--- config.mk ---
export PLATFORM = sky130hd
export DESIGN_NAME = serial_comparator
export DESIGN_NICKNAME = d
export VERILOG_FILES = /design/src/rtl/serial_comparator.sv
export SDC_FILE = /design/constraint.sdc
export NUM_CORES = 1
export LEC_CHECK = 0
export ABC_AREA = 0
export BUFFER_PORTS_ARGS = -buffer_cell sky130_fd_sc_hd__clkbuf_2
export CAP_MARGIN = 20
export CORE_AREA = 2 2 49 73
export CTS_CLUSTER_SIZE = 16
export DETAILED_ROUTE_END_ITERATION = 8
export DIE_AREA = 0 0 51 75
export PLACE_DENSITY = 0.74
export SETUP_SLACK_MARGIN = 0.2
export SLEW_MARGIN = 20
export SYNTH_ARGS = -nofsm -noshare
export SYNTH_HDL_FRONTEND = slang
export SYNTH_SLANG_ARGS = --single-unit
--- constraint.sdc ---
create_clock -name clk -period 2.2 [get_ports clk]
set_clock_uncertainty 0.15 [all_clocks]
set_input_delay 0.11 -clock clk [delete_from_list [all_inputs] [get_ports clk]]
set_output_delay 0.11 -clock clk [all_outputs]
set_load 0.005 [all_outputs]
--- src/rtl/serial_comparator.sv ---
// serial_comparator
//   Compares two WIDTH-bit operands DIGIT bits per clock, most significant
//   chunk first, and reports equality / ordering plus the Hamming distance
//   between the operands. A run always takes exactly STEPS = WIDTH/DIGIT
//   cycles; the result registers hold their value until the next result.
//
// Ports
//   clk         rising-edge clock
//   rst         asynchronous active-high reset (clears every register)
//   start       request a compare, sampled only while idle
//   signed_mode 1 = two's-complement compare, 0 = unsigned
//   a, b        operands, captured on the accepting edge
//   busy        high while the chunks are being processed
//   done        one-cycle pulse when eq/gt/lt/hamming carry a new result
//   eq, gt, lt  A == B, A > B, A < B (exactly one set after a compare)
//   hamming     popcount(A ^ B)
module serial_comparator #(
    parameter  int WIDTH = 8,
    parameter  int DIGIT = 2,
    localparam int STEPS = WIDTH / DIGIT,
    localparam int HW    = $clog2(WIDTH + 1)
) (
    input  logic          clk,
    input  logic          rst,
    input  logic          start,
    input  logic          signed_mode,
    input  logic [WIDTH-1:0] a,
    input  logic [WIDTH-1:0] b,
    output logic          busy,
    output logic          done,
    output logic          eq,
    output logic          gt,
    output logic          lt,
    output logic [HW-1:0] hamming
);

    if ((WIDTH < 2) || (DIGIT < 1) || ((WIDTH % DIGIT) != 0)) begin : g_bad_params
        $error("serial_comparator: WIDTH must be >= 2 and a multiple of DIGIT");
    end

    localparam int CW = (STEPS > 1) ? $clog2(STEPS) : 1;

    typedef enum logic [1:0] {
        IDLE = 2'd0,
        RUN  = 2'd1,
        DONE = 2'd2
    } state_t;

    state_t state, state_nxt;

    logic [WIDTH-1:0] a_sh, b_sh;   // operands, shifted left one chunk per step
    logic             mode_r;
    logic [CW-1:0]    step;
    logic [HW-1:0]    ham_acc;
    logic             dec_set;      // a differing chunk has been seen
    logic             dec_gt;       // ordering decided by that first chunk

    logic [DIGIT-1:0] flip, chunk_a, chunk_b;
    logic [HW-1:0]    ham_sum;
    logic             set_sum, gt_sum, last_step;

    function automatic logic [HW-1:0] popcount(input logic [DIGIT-1:0] v);
        logic [HW-1:0] c;
        c = '0;
        for (int i = 0; i < DIGIT; i++) begin
            c = c + HW'(v[i]);
        end
        return c;
    endfunction

    assign last_step = (step == CW'(STEPS - 1));

    // Signed compare is an unsigned compare with both sign bits inverted; the
    // sign bit only lives in the first (MSB) chunk. Inverting both sign bits
    // leaves A ^ B unchanged, so the Hamming count is mode-independent.
    always_comb begin
        flip            = '0;
        flip[DIGIT-1]   = mode_r && (step == '0);
        chunk_a         = a_sh[WIDTH-1 -: DIGIT] ^ flip;
        chunk_b         = b_sh[WIDTH-1 -: DIGIT] ^ flip;
        ham_sum         = ham_acc + popcount(chunk_a ^ chunk_b);
        set_sum         = dec_set || (chunk_a != chunk_b);
        gt_sum          = dec_set ? dec_gt : (chunk_a > chunk_b);
    end

    always_comb begin
        state_nxt = state;
        case (state)
            IDLE:    if (start) state_nxt = RUN;
            RUN:     if (last_step) state_nxt = DONE;
            DONE:    state_nxt = IDLE;
            default: state_nxt = IDLE;
        endcase
    end

    always_ff @(posedge clk or posedge rst) begin
        if (rst) begin
            state   <= IDLE;
            busy    <= 1'b0;
            done    <= 1'b0;
            eq      <= 1'b0;
            gt      <= 1'b0;
            lt      <= 1'b0;
            hamming <= '0;
            a_sh    <= '0;
            b_sh    <= '0;
            mode_r  <= 1'b0;
            step    <= '0;
            ham_acc <= '0;
            dec_set <= 1'b0;
            dec_gt  <= 1'b0;
        end else begin
            state <= state_nxt;
            busy  <= (state_nxt == RUN);
            done  <= (state_nxt == DONE);
            case (state)
                IDLE: begin
                    if (start) begin
                        a_sh    <= a;
                        b_sh    <= b;
                        mode_r  <= signed_mode;
                        step    <= '0;
                        ham_acc <= '0;
                        dec_set <= 1'b0;
                        dec_gt  <= 1'b0;
                    end
                end
                RUN: begin
                    a_sh    <= a_sh << DIGIT;
                    b_sh    <= b_sh << DIGIT;
                    step    <= step + 1'b1;
                    ham_acc <= ham_sum;
                    dec_set <= set_sum;
                    dec_gt  <= gt_sum;
                    if (last_step) begin
                        eq      <= !set_sum;
                        gt      <= set_sum && gt_sum;
                        lt      <= set_sum && !gt_sum;
                        hamming <= ham_sum;
                    end
                end
                default: ;
            endcase
        end
    end

endmodule

After elaboration in Yosys (flattened, before gate mapping)
Cells that the tools add are included.
Word-level totals
  register bits: 36
  bits of input ports: 20
  output and inout bits: 9
  logic and storage cells: 54
Operators by class
  add/subtract/negate cells: 3
  order comparisons: 1
  eq/ne operators: 6
  multiplexer cells: 15
  bitwise operators: 3
  reduce and logical (&&, ||, !) cells: 12
Operators by type and width (number)
  $pmux 8 s2: 2
  $mux 8: 2
  $pmux 2 s2: 2
  $pmux 4 s2: 1
  $mux 2: 3
  $reduce_and 2->1: 3
  $xor 2x2->2: 3
  $add 4x2->4: 1
  $eq 2x1->1 const B: 2
  $eq 2x2->1 const B: 2
  $logic_not 2->1: 2
  $mux 4: 1
  $pmux 1 s2: 2
  $logic_and 1x1->1: 3
  $add 1x1->2: 1
  $add 2x1->2 const B: 1
  $gt 2x2->1: 1
  $logic_not 1->1: 2
  $mux 1: 2
  $ne 2x2->1: 1
  $ne 2x2->1 const B: 1
  $reduce_bool 2->1: 1
  $logic_or 1x1->1: 1

Depth between registers and ports, before layout
Gate-level depths: netlist of run 1.
  depth after elaboration: 7
  depth in mapped cells: 8
  depth with buffers taken out: 8

Least setup slack after synthesis of run 1
No wires, ideal clock.
  path kind: flip-flop to flip-flop
  start point: register b_sh[6]
  end point: register hamming[1]
  arrival: 1.622 ns
  data required time: 1.925 ns
  slack: 0.303 ns
  stages on the path, launching flop included: 6
  path buffers: 0
  period minus slack after synthesis: 1.897 ns
  cells stage by stage: dfrtp_1 -> ha_1 -> inv_1 -> fa_1 -> ha_1 -> mux2_2
Between the ends
  word-level cells in the longest chain between the ends: 4
Ends and longest elaborated chain
  from (decl): RTL line 51  | logic [WIDTH-1:0] a_sh, b_sh;
  from (signal assigned): RTL line 130  | b_sh <= b_sh << DIGIT;
  $xor 2x2->2: RTL line 80  | chunk_b = b_sh[WIDTH-1 -: DIGIT] ^ flip;
  $xor 2x2->2: RTL line 81  | ham_sum = ham_acc + popcount(chunk_a ^ chunk_b);
  $add 1x1->2: RTL line 66  | c = c + HW'(v[i]);
  $add 4x2->4: RTL line 81
  named net ham_sum[1]: RTL line 59  | logic [HW-1:0] ham_sum;
  to (signal assigned): RTL line 139  | hamming <= ham_sum;
  to (decl): RTL line 34  | output logic [HW-1:0] hamming
The timed path passes the listed nets, and every way through them passes these cells.
A chain may end at the register's enable or synchronous reset.

Worst setup path after layout of run 1
  start point: register a_sh[6]
  end point: register hamming[1]
Between the ends
  word-level cells in the longest chain between the ends: 4
Ends and longest elaborated chain
  from (decl): RTL line 51
  from (signal assigned): RTL line 129  | a_sh <= a_sh << DIGIT;
  $xor 2x2->2: RTL line 79  | chunk_a = a_sh[WIDTH-1 -: DIGIT] ^ flip;
  $xor 2x2->2: RTL line 81
  $add 1x1->2: RTL line 66
  $add 4x2->4: RTL line 81
  named net ham_sum[1]: RTL line 59
The timed path passes the listed nets, and every way through them passes these cells.

==> results, run 1 <==
- During synthesis, Yosys emitted a total of 0 warnings.
- For this run, design rule violations remaining after detail routing come to 0.
- The normalized max-slew margin is approximately half.
- The initial antenna violation count came to 0.
- In this run, CTS created clock tree buffers numbering 5.
- The largest stage delay on the critical path is approximately 0.45 ns.
- After synthesis, the share of flip-flops with an asynchronous set or reset is 100%.
- The layout has 234 filler cells.
- The dominant cell type by count on the critical path is sky130_fd_sc_hd__inv_1.
- The number of setup buffers added after CTS is 0.
- The leakage power is 1.04 nW.
- The worst setup path is captured at a register.
- For this design the ratio of total power to cell area is 1370 nW/um^2.
- Setup repair after global routing could not meet its margin everywhere.
- Counting flops with a built-in enable in the synthesized netlist gives 0.
- For the pin with the worst max-slew slack, the measured transition is about 0.73 ns.
- After synthesis, the largest family of logic cells by area is compound AO/OA/AOI/OAI gates.
- Of the total synthesized cell area, the portion taken by AND, OR, NAND and NOR gates is 15.5%.
- The weighted congestion reported at the end of routability-driven placement is between 0.8 and 0.9.
- Of the post-synthesis cell area, the part taken by muxes is about 2%.
- The pin count of the biggest net entering global routing is 20.
- After floorplanning, the core was divided into 25 placement rows.
- The number of register bits inferred by synthesis is 36.
- The later-pin clock latency in the skew report is 0.29 ns.
- For this configuration, the core starts out at a cell density of a little over half.
- For this design the top-level I/O count stands at 29.
- The antenna cell count is 0.
- Dividing the final minimum period by the clock period gives between 80% and 90%.
- The number of port buffers is 28.
- After routing, the total negative slack on setup checks comes to 0 ns.
- The final routed wirelength across all metal layers is ~3500 um.
- The worst path needs just under 2 ns of the cycle, external delays included.
- The pre-antenna-repair detailed-routing pass consisted of 4 iterations.
- The routed layout has 1367 vias.
- The first global-routing pass estimated 5930 um of wire.
- The number of buffers between clock root and the deepest sink is 2.
- The detailed router finished its first iteration with 29 violations.
- The predominant post-synthesis flop cell is sky130_fd_sc_hd__dfrtp_1.
- The total count of max-transition violations in the final report was 0.
- The number of library cell types mapped by synthesis is 36.
- The maximum vdd drop is between 0.0007 and 0.0008 V.
- The floorplan step defined a die boundary enclosing ~3800 sq um.
- The via count of the first global-routing pass is between 1000 and 1500.
- The flow ran to the end, and the final reports show no timing, DRC or antenna violations.
- After synthesis, the mean cell area works out to ~10 sq um.
- The critical path's slowest cell is sky130_fd_sc_hd__fa_1.
- The synthesized netlist devotes roughly 17% of its cell area to compound gates.
- Global routing consumed, over all layers together, 21.4% of the routing resources.
- The gate count after technology mapping is 166.
- The wire-length estimate of the detail-placed layout is between 2000 and 2500 um.
- Setup violations remaining at the end of the flow were counted as 0.
- The TritonCTS clock tree is built.
- Once detail routing completed, the nets flagged for antenna violations numbered 0.
- For this run the aggregate overflow at the end of global routing stands at 0.
- After detailed routing, the number of vias per cell comes to approximately 5.3.
- Once routing completed, OpenROAD measured the worst setup slack at roughly 0.24 ns.
- OpenSTA, run right after detailed placement, puts the worst setup slack at 0.213 ns.
- Dividing the detail-routed wire length by the instance count gives 13.7 um.
- The floorplan step set the die width to slightly above 50 um.
- The critical path in this run is classified as register to register.
- Clock-pin slew was measured on the worst setup and hold paths at 0.07 ns.
- Cells with a size suffix above 1 make up between 20% and 30% of the layout.
- The die is 75 um tall.
- The cell area after technology mapping is around 1700 sq um.
- Walking the worst path, the cells encountered are inv_1 -> ha_1 -> inv_1 -> fa_1 -> ha_4 -> mux2_2.
- Synthesis produced a netlist with a net count of 191.
- The clock net in this run drives a total of 36 sinks.
- The worst setup path is launched from a register.
- The final layout contains about 240 nets.
- The proportion of synthesized chip area in sequential cells is a little over half.
- Data on the critical path arrives at its endpoint at 1.99 ns.
- The highest fanout seen on the critical path is 2.
- The core box area is 3160 sq um.
- The fraction of the mapped netlist area in adder cells is under 10%.
- The number of failing hold endpoints at the final stage is 0.
- The root cell of the clock tree is sky130_fd_sc_hd__clkbuf_8.
- The post-synthesis xor/xnor area fraction is ~1.6%.
- The area growth from synthesis to final layout is 28.6%.
- The worst min-delay path class is input port to register.
- The required time at the endpoint of the critical path is around 2.2 ns.
- The upper clock frequency limit is 0.511 GHz.
- CTS built an H-tree with a depth of 2.
- The number of violations of the max-capacitance limit is 0.
[stage by stage]
stage	hold WS [ns]	utilization [%]	instance area, sq um	std cells	total power [mW]
6_report	0.165	67.7	2140	257	2.93
5_1_grt	0.157	67.7	2140	257	3.18
3_3_place_gp	0.0779	58.7	1850	231	2.31
4_1_cts	0.156	67.3	2130	257	2.90
2_1_floorplan	0.0925	-	1660	166	2.07
3_5_place_dp	0.0914	58.7	1850	231	2.38
[placed cells by master (no fill, tap or decap), types with 2 or more instances in the layout]
cell,count
sky130_fd_sc_hd__ha_1,3
sky130_fd_sc_hd__a22o_1,8
sky130_fd_sc_hd__clkbuf_8,6
sky130_fd_sc_hd__o21ai_1,10
sky130_fd_sc_hd__buf_4,3
sky130_fd_sc_hd__nand2_1,28
sky130_fd_sc_hd__nor2_1,15
sky130_fd_sc_hd__a31oi_1,9
sky130_fd_sc_hd__a21oi_1,4
sky130_fd_sc_hd__and2_1,3
sky130_fd_sc_hd__o21ai_0,6
sky130_fd_sc_hd__inv_1,9
sky130_fd_sc_hd__clkbuf_2,28
sky130_fd_sc_hd__nor2b_1,2
sky130_fd_sc_hd__dfrtp_1,36
sky130_fd_sc_hd__clkinv_2,2
sky130_fd_sc_hd__dlygate4sd3_1,18
sky130_fd_sc_hd__o21ba_2,2
sky130_fd_sc_hd__nand2b_1,3
sky130_fd_sc_hd__xnor2_1,2
sky130_fd_sc_hd__mux2_2,2
[sequential cells by signal (all words and copies together) (netlist names), 2 cells and up]
register,count
step,2
state,2
ham_acc,4
hamming,4
a_sh,8
b_sh,8
[worst paths after layout]
path / from / endpoint / slack [ns] / depth (start not counted)
setup / recovery: a_sh[6] / hamming[1] / 0.24 / 6
hold / removal: start / busy / 0.17 / 3
setup reg to reg: a_sh[6] / hamming[1] / 0.24 / 6
hold reg to reg: hamming[2] / hamming[2] / 0.34 / 2
max in group asynchronous: rst / a_sh[4] / 1.04 / 4
min in group asynchronous: rst / step[1] / 0.31 / 3
[critical path, delay by kind of cell (launching register included)]
family	cells	cell delay, ns
DFF	1	0.35
buffers and inverters	2	0.13
adders and majority gates	3	0.98
muxes	1	0.25
[Yosys cell counts (2+ instances only)]
library cell,n,share of area [%]
sky130_fd_sc_hd__nor2b_1,2,0.75
sky130_fd_sc_hd__a21oi_1,4,1.2
sky130_fd_sc_hd__o21ai_0,6,1.8
sky130_fd_sc_hd__a31oi_1,9,3.4
sky130_fd_sc_hd__ha_1,4,3.0
sky130_fd_sc_hd__and2_1,3,1.1
sky130_fd_sc_hd__nand2_1,28,6.3
sky130_fd_sc_hd__nand2b_1,3,1.1
sky130_fd_sc_hd__mux2_2,2,1.4
sky130_fd_sc_hd__buf_2,4,1.2
sky130_fd_sc_hd__a22o_1,8,4.2
sky130_fd_sc_hd__nor2_1,15,3.4
sky130_fd_sc_hd__xnor2_1,2,1.1
sky130_fd_sc_hd__dfrtp_1,36,54
sky130_fd_sc_hd__o21ba_2,2,1.2
sky130_fd_sc_hd__inv_1,9,2.0
sky130_fd_sc_hd__o21ai_1,10,3.0
[what timing repair did]
item	in CTS	in global routing
hold buffers	18	0
endpoints found under the hold margin	34	0
endpoints found under the setup margin	0	2
gates resized for setup	0	1
[layout make-up]
cell class | count | area (sq um) | area share (%)
clock buffer | 6 | 82.6 | 3.86
clock inverter | 2 | 10.0 | 0.468
inverter | 10 | 37.5 | 1.76
multi-input combinational | 113 | 694 | 32.5
sequential | 36 | 901 | 42.1
tap | 40 | 50.0 | 2.34
timing repair buffer | 50 | 363 | 17.0
[power breakdown]
group	internal [mW]	switching, mW	total (mW)	leakage, nW
Combinational	0.604	0.675	1.28	0.538
Sequential	0.952	0.213	1.17	0.451
Clock	0.250	0.234	0.484	0.0510
[cells by family after synthesis]
kind of cell | count (synthesis)
flip-flops | 36
buffers and inverters | 17
multiplexers | 3
AO/OA/AOI/OAI | 44
AND/OR/NAND/NOR | 57
XOR/XNOR | 3
adder cells (fa/ha/maj) | 6
[metal layers]
| metal | up-vias | GRT usage, % | routed length (um) |
|---|---|---|---|
| met5 | - | 0 | 0 |
| met4 | 0 | 11.7 | 124 |
| met3 | 15 | 5.36 | 151 |
| met2 | 46 | 36.4 | 1850 |
| met1 | 644 | 24.7 | 1390 |
| li1 | 662 | - | - |
Power figures use the tool's default switching activity.
==> run 2: changes to the inputs <==
--- a/config.mk
+++ b/config.mk
@@ -12,6 +12,7 @@
 export CTS_CLUSTER_SIZE = 16
 export DETAILED_ROUTE_END_ITERATION = 8
 export DIE_AREA = 0 0 51 75
+export GPL_TIMING_DRIVEN = 0
 export PLACE_DENSITY = 0.74
 export SETUP_SLACK_MARGIN = 0.2
 export SLEW_MARGIN = 20
==> run 2 against run 1 <==
Effect of this change: first-iteration DRC count increased by 45%; total power grew 0.53%; sequential power hardly changed; maximum frequency increased by 2.7%; worst hold slack better by 0.0074 ns; combinational power is 5% higher; critical path type unchanged.
==> results, run 2 (synthesis gave the netlist of run 1 again) <==
- The final routed wirelength across all metal layers is 3560 um (+1.2%).
- The worst setup path is of the register to register kind.
- The total non-filler cell area in the finished layout came to 2130 sq um (-0.23%).
- The highest fanout seen on the critical path came to 2 (unchanged).
- The final routed DRC violation total is 0 (unchanged).
- Setup repair after global routing left no endpoint under its margin.
- The largest registers in the layout are a_sh (8), b_sh (8).
- The antenna violation net count after detailed routing is 0 (unchanged).
- The leakage power is 1.04 nW (-0.41%).
- The endpoint of the most critical register-to-register path is hamming[1].
- The later-pin clock latency in the skew report is 0.29 ns (about the same).
- The depth of the worst register-to-register path came to 5 (-1).
- The clock transition at the register clock pins on the worst setup and hold paths after CTS came to 0.07 ns (about the same).
- The type of origin of the critical path is a register.
- The die span in y is 75 um (unchanged).
- The global-route wire length before repair is 6270 um (+5.7%).
- The area of placed instances is 1850 sq um (unchanged).
- The antenna cell count was 0 (unchanged).
- The core box area is 3160 sq um (unchanged).
- The worst setup path is captured at a register.
- The number of violations of the max-capacitance limit is 0 (unchanged).
- The global router's overall resource usage is 22.1% (+0.66 points).
- The reg-to-reg setup timing slack is 0.29 ns (+0.05 ns).
- The weighted congestion reported at the end of routability-driven placement is 0.800 (-5.3%).
- Leaving out fill and tap cells, the most frequent cells in the layout are sky130_fd_sc_hd__dfrtp_1, sky130_fd_sc_hd__nand2_1, sky130_fd_sc_hd__clkbuf_2, sky130_fd_sc_hd__dlygate4sd3_1, sky130_fd_sc_hd__nor2_1.
- The die area is 3830 sq um (unchanged).
- The fraction of layout instances using a drive strength above 1 is 24.1% (+1.0 points).
- The sink of the worst hold path is busy.
- The total count of max-transition violations in the final report is 0 (unchanged).
- The number of buffers between clock root and the deepest sink came to 2 (unchanged).
- The startpoint identified for the worst hold timing path is start.
- The number of port buffers is 28 (unchanged).
- The transition time of the tightest slew-check pin is 0.732 ns (+0.00616 ns).
- The pin count of the biggest net entering global routing came to 37 (+85%).
- The die span in x was 51 um (unchanged).
- The overall overflow remaining after global route is 0 (unchanged).
- The estimated wirelength of the detail-placed design is 2420 um (+3.5%).
- The maximum vdd drop was 0.000704 V (-3.3%).
- The via count of the first global-routing pass is 1475 (+7.0%).
- The most common cell after layout, fill and taps aside is sky130_fd_sc_hd__dfrtp_1.
- The required time at the endpoint of the critical path was 2.22 ns (about the same).
- The number of failing hold endpoints at the final stage is 0 (unchanged).
- The flow ran to the end, and the final reports show no timing, DRC or antenna violations.
- The worst min-delay path class is input port to register.
- The sum of negative setup slack was 0 ns (unchanged).
- The normalized max-slew margin is 51.1% (-0.43 points).
- The via-per-instance ratio is 5.30 (-0.29%).
- TritonCTS built the clock tree.
- The H-tree depth is 2 (unchanged).
- The shortest clock period the worst path allows after layout is 1.91 ns (-0.0524 ns).
- The number of rows in the core area is 25 (unchanged).
- The total power is 2.94 mW (+0.53%).
- The initial antenna violation count is 0 (unchanged).
- The upper clock frequency limit was 0.525 GHz (+2.7%).
- The routed via count is 1379 (+0.88%).
- The post-route fraction of the period consumed by the critical path is 86.6% (-2.4 points).
- The CTS sink count is 36 (unchanged).
- The number of cells traversed by the worst hold path is 3 (unchanged).
- The final count of negative-setup-slack endpoints is 0 (unchanged).
- Relative to the synthesized area, the layout overhead comes to 28.3%.
- The initial core utilization is 52.6% (unchanged).
- The number of I/O pins is 29 (unchanged).
- The initial detailed-routing violation count is 42 (+45%).
- The count of TritonRoute iterations in the first routing pass is 4 (unchanged).
- The total clock buffers created by CTS is 5 (unchanged).
- The root cell of the clock tree is sky130_fd_sc_hd__clkbuf_8.
- The data arrival time at the worst-slack endpoint is 1.93 ns (-0.06 ns).
- The worst reg2reg path startpoint is b_sh[6].
- The average wire per cell in the routed design is 13.7 um (about the same).
- The areal power density over the cells is 1380 nW/um^2 (+0.76%).
- The final-stage net count was 245 (+1.7%).
==> run 2: changes by cell type in the layout (fill, tap and decap cells not counted) <==
cell,before,now
sky130_fd_sc_hd__clkbuf_8,6,5
sky130_fd_sc_hd__buf_2,0,4
sky130_fd_sc_hd__fa_2,0,1
sky130_fd_sc_hd__buf_4,3,2
sky130_fd_sc_hd__inv_2,1,2
sky130_fd_sc_hd__buf_12,1,0
sky130_fd_sc_hd__inv_1,9,8
sky130_fd_sc_hd__clkinv_2,2,1
sky130_fd_sc_hd__buf_6,0,1
sky130_fd_sc_hd__clkbuf_1,0,2
sky130_fd_sc_hd__fa_1,1,0
==> run 2: metrics by stage <==
step	worst slack (ns)	utilization, %	instances	hold WS, ns
finish	0.294	67.5	260	0.173
global route	0.236	67.5	260	0.181
CTS	0.231	66.9	259	0.167
detailed placement	0.172	58.7	234	0.118
global placement	0.215	58.7	234	0.180
floorplan	0.303	-	166	0.0925
==> run 2: worst max-delay path: stages, from the launching register on <==
cell	delay [ns]
sky130_fd_sc_hd__dfrtp_1	0.39
sky130_fd_sc_hd__ha_1	0.29
sky130_fd_sc_hd__inv_1	0.07
sky130_fd_sc_hd__fa_2	0.40
sky130_fd_sc_hd__ha_4	0.23
sky130_fd_sc_hd__mux2_2	0.26
==> run 2: layer usage <==
layer / GRT usage, % / wire [um] / vias to the layer above / share of wire, %
met1: 24.0 / 1440 / 668 / 40
li1: - / - / 669 / -
met4: 9.91 / 52 / 0 / 1.5
met2: 40.5 / 1940 / 35 / 55
met3: 4.96 / 125 / 7 / 3.5
met5: 0 / 0 / - / 0
==> run 2: where the power goes <==
group	switching, mW	internal (mW)
Combinational	0.696	0.650
Sequential	0.209	0.952
Clock	0.221	0.215
Total	1.13	1.82
==> run 2: what timing repair did <==
item / in CTS / in global routing
setup buffers: 0 / 1
endpoints found under the hold margin: 53 / 0
resized for setup: 1 / 1
setup endpoints to repair: 1 / 1
hold buffers: 18 / 0
==> run 2: final cells by class <==
cell class,instances,area (sq um)
Sequential cell,36,901
Multi-Input combinational cell,113,697
Buffer,7,42.5
Inverter,10,37.5
Fill cell,240,1030
Clock buffer,6,72.6
Tap cell,40,50.0
Timing Repair Buffer,47,328
Clock inverter,1,5.00
==> run 2: how the worst max path moves through the flow <==
stage / from / to / slack [ns]
detailed placement: b_sh[6] / hamming[1] / 0.17
global route: a_sh[6] / ham_acc[3] / 0.24
finish: b_sh[6] / hamming[1] / 0.29
global placement: b_sh[6] / hamming[1] / 0.21
CTS: b_sh[6] / hamming[1] / 0.23
floorplan: b_sh[6] / hamming[1] / 0.30
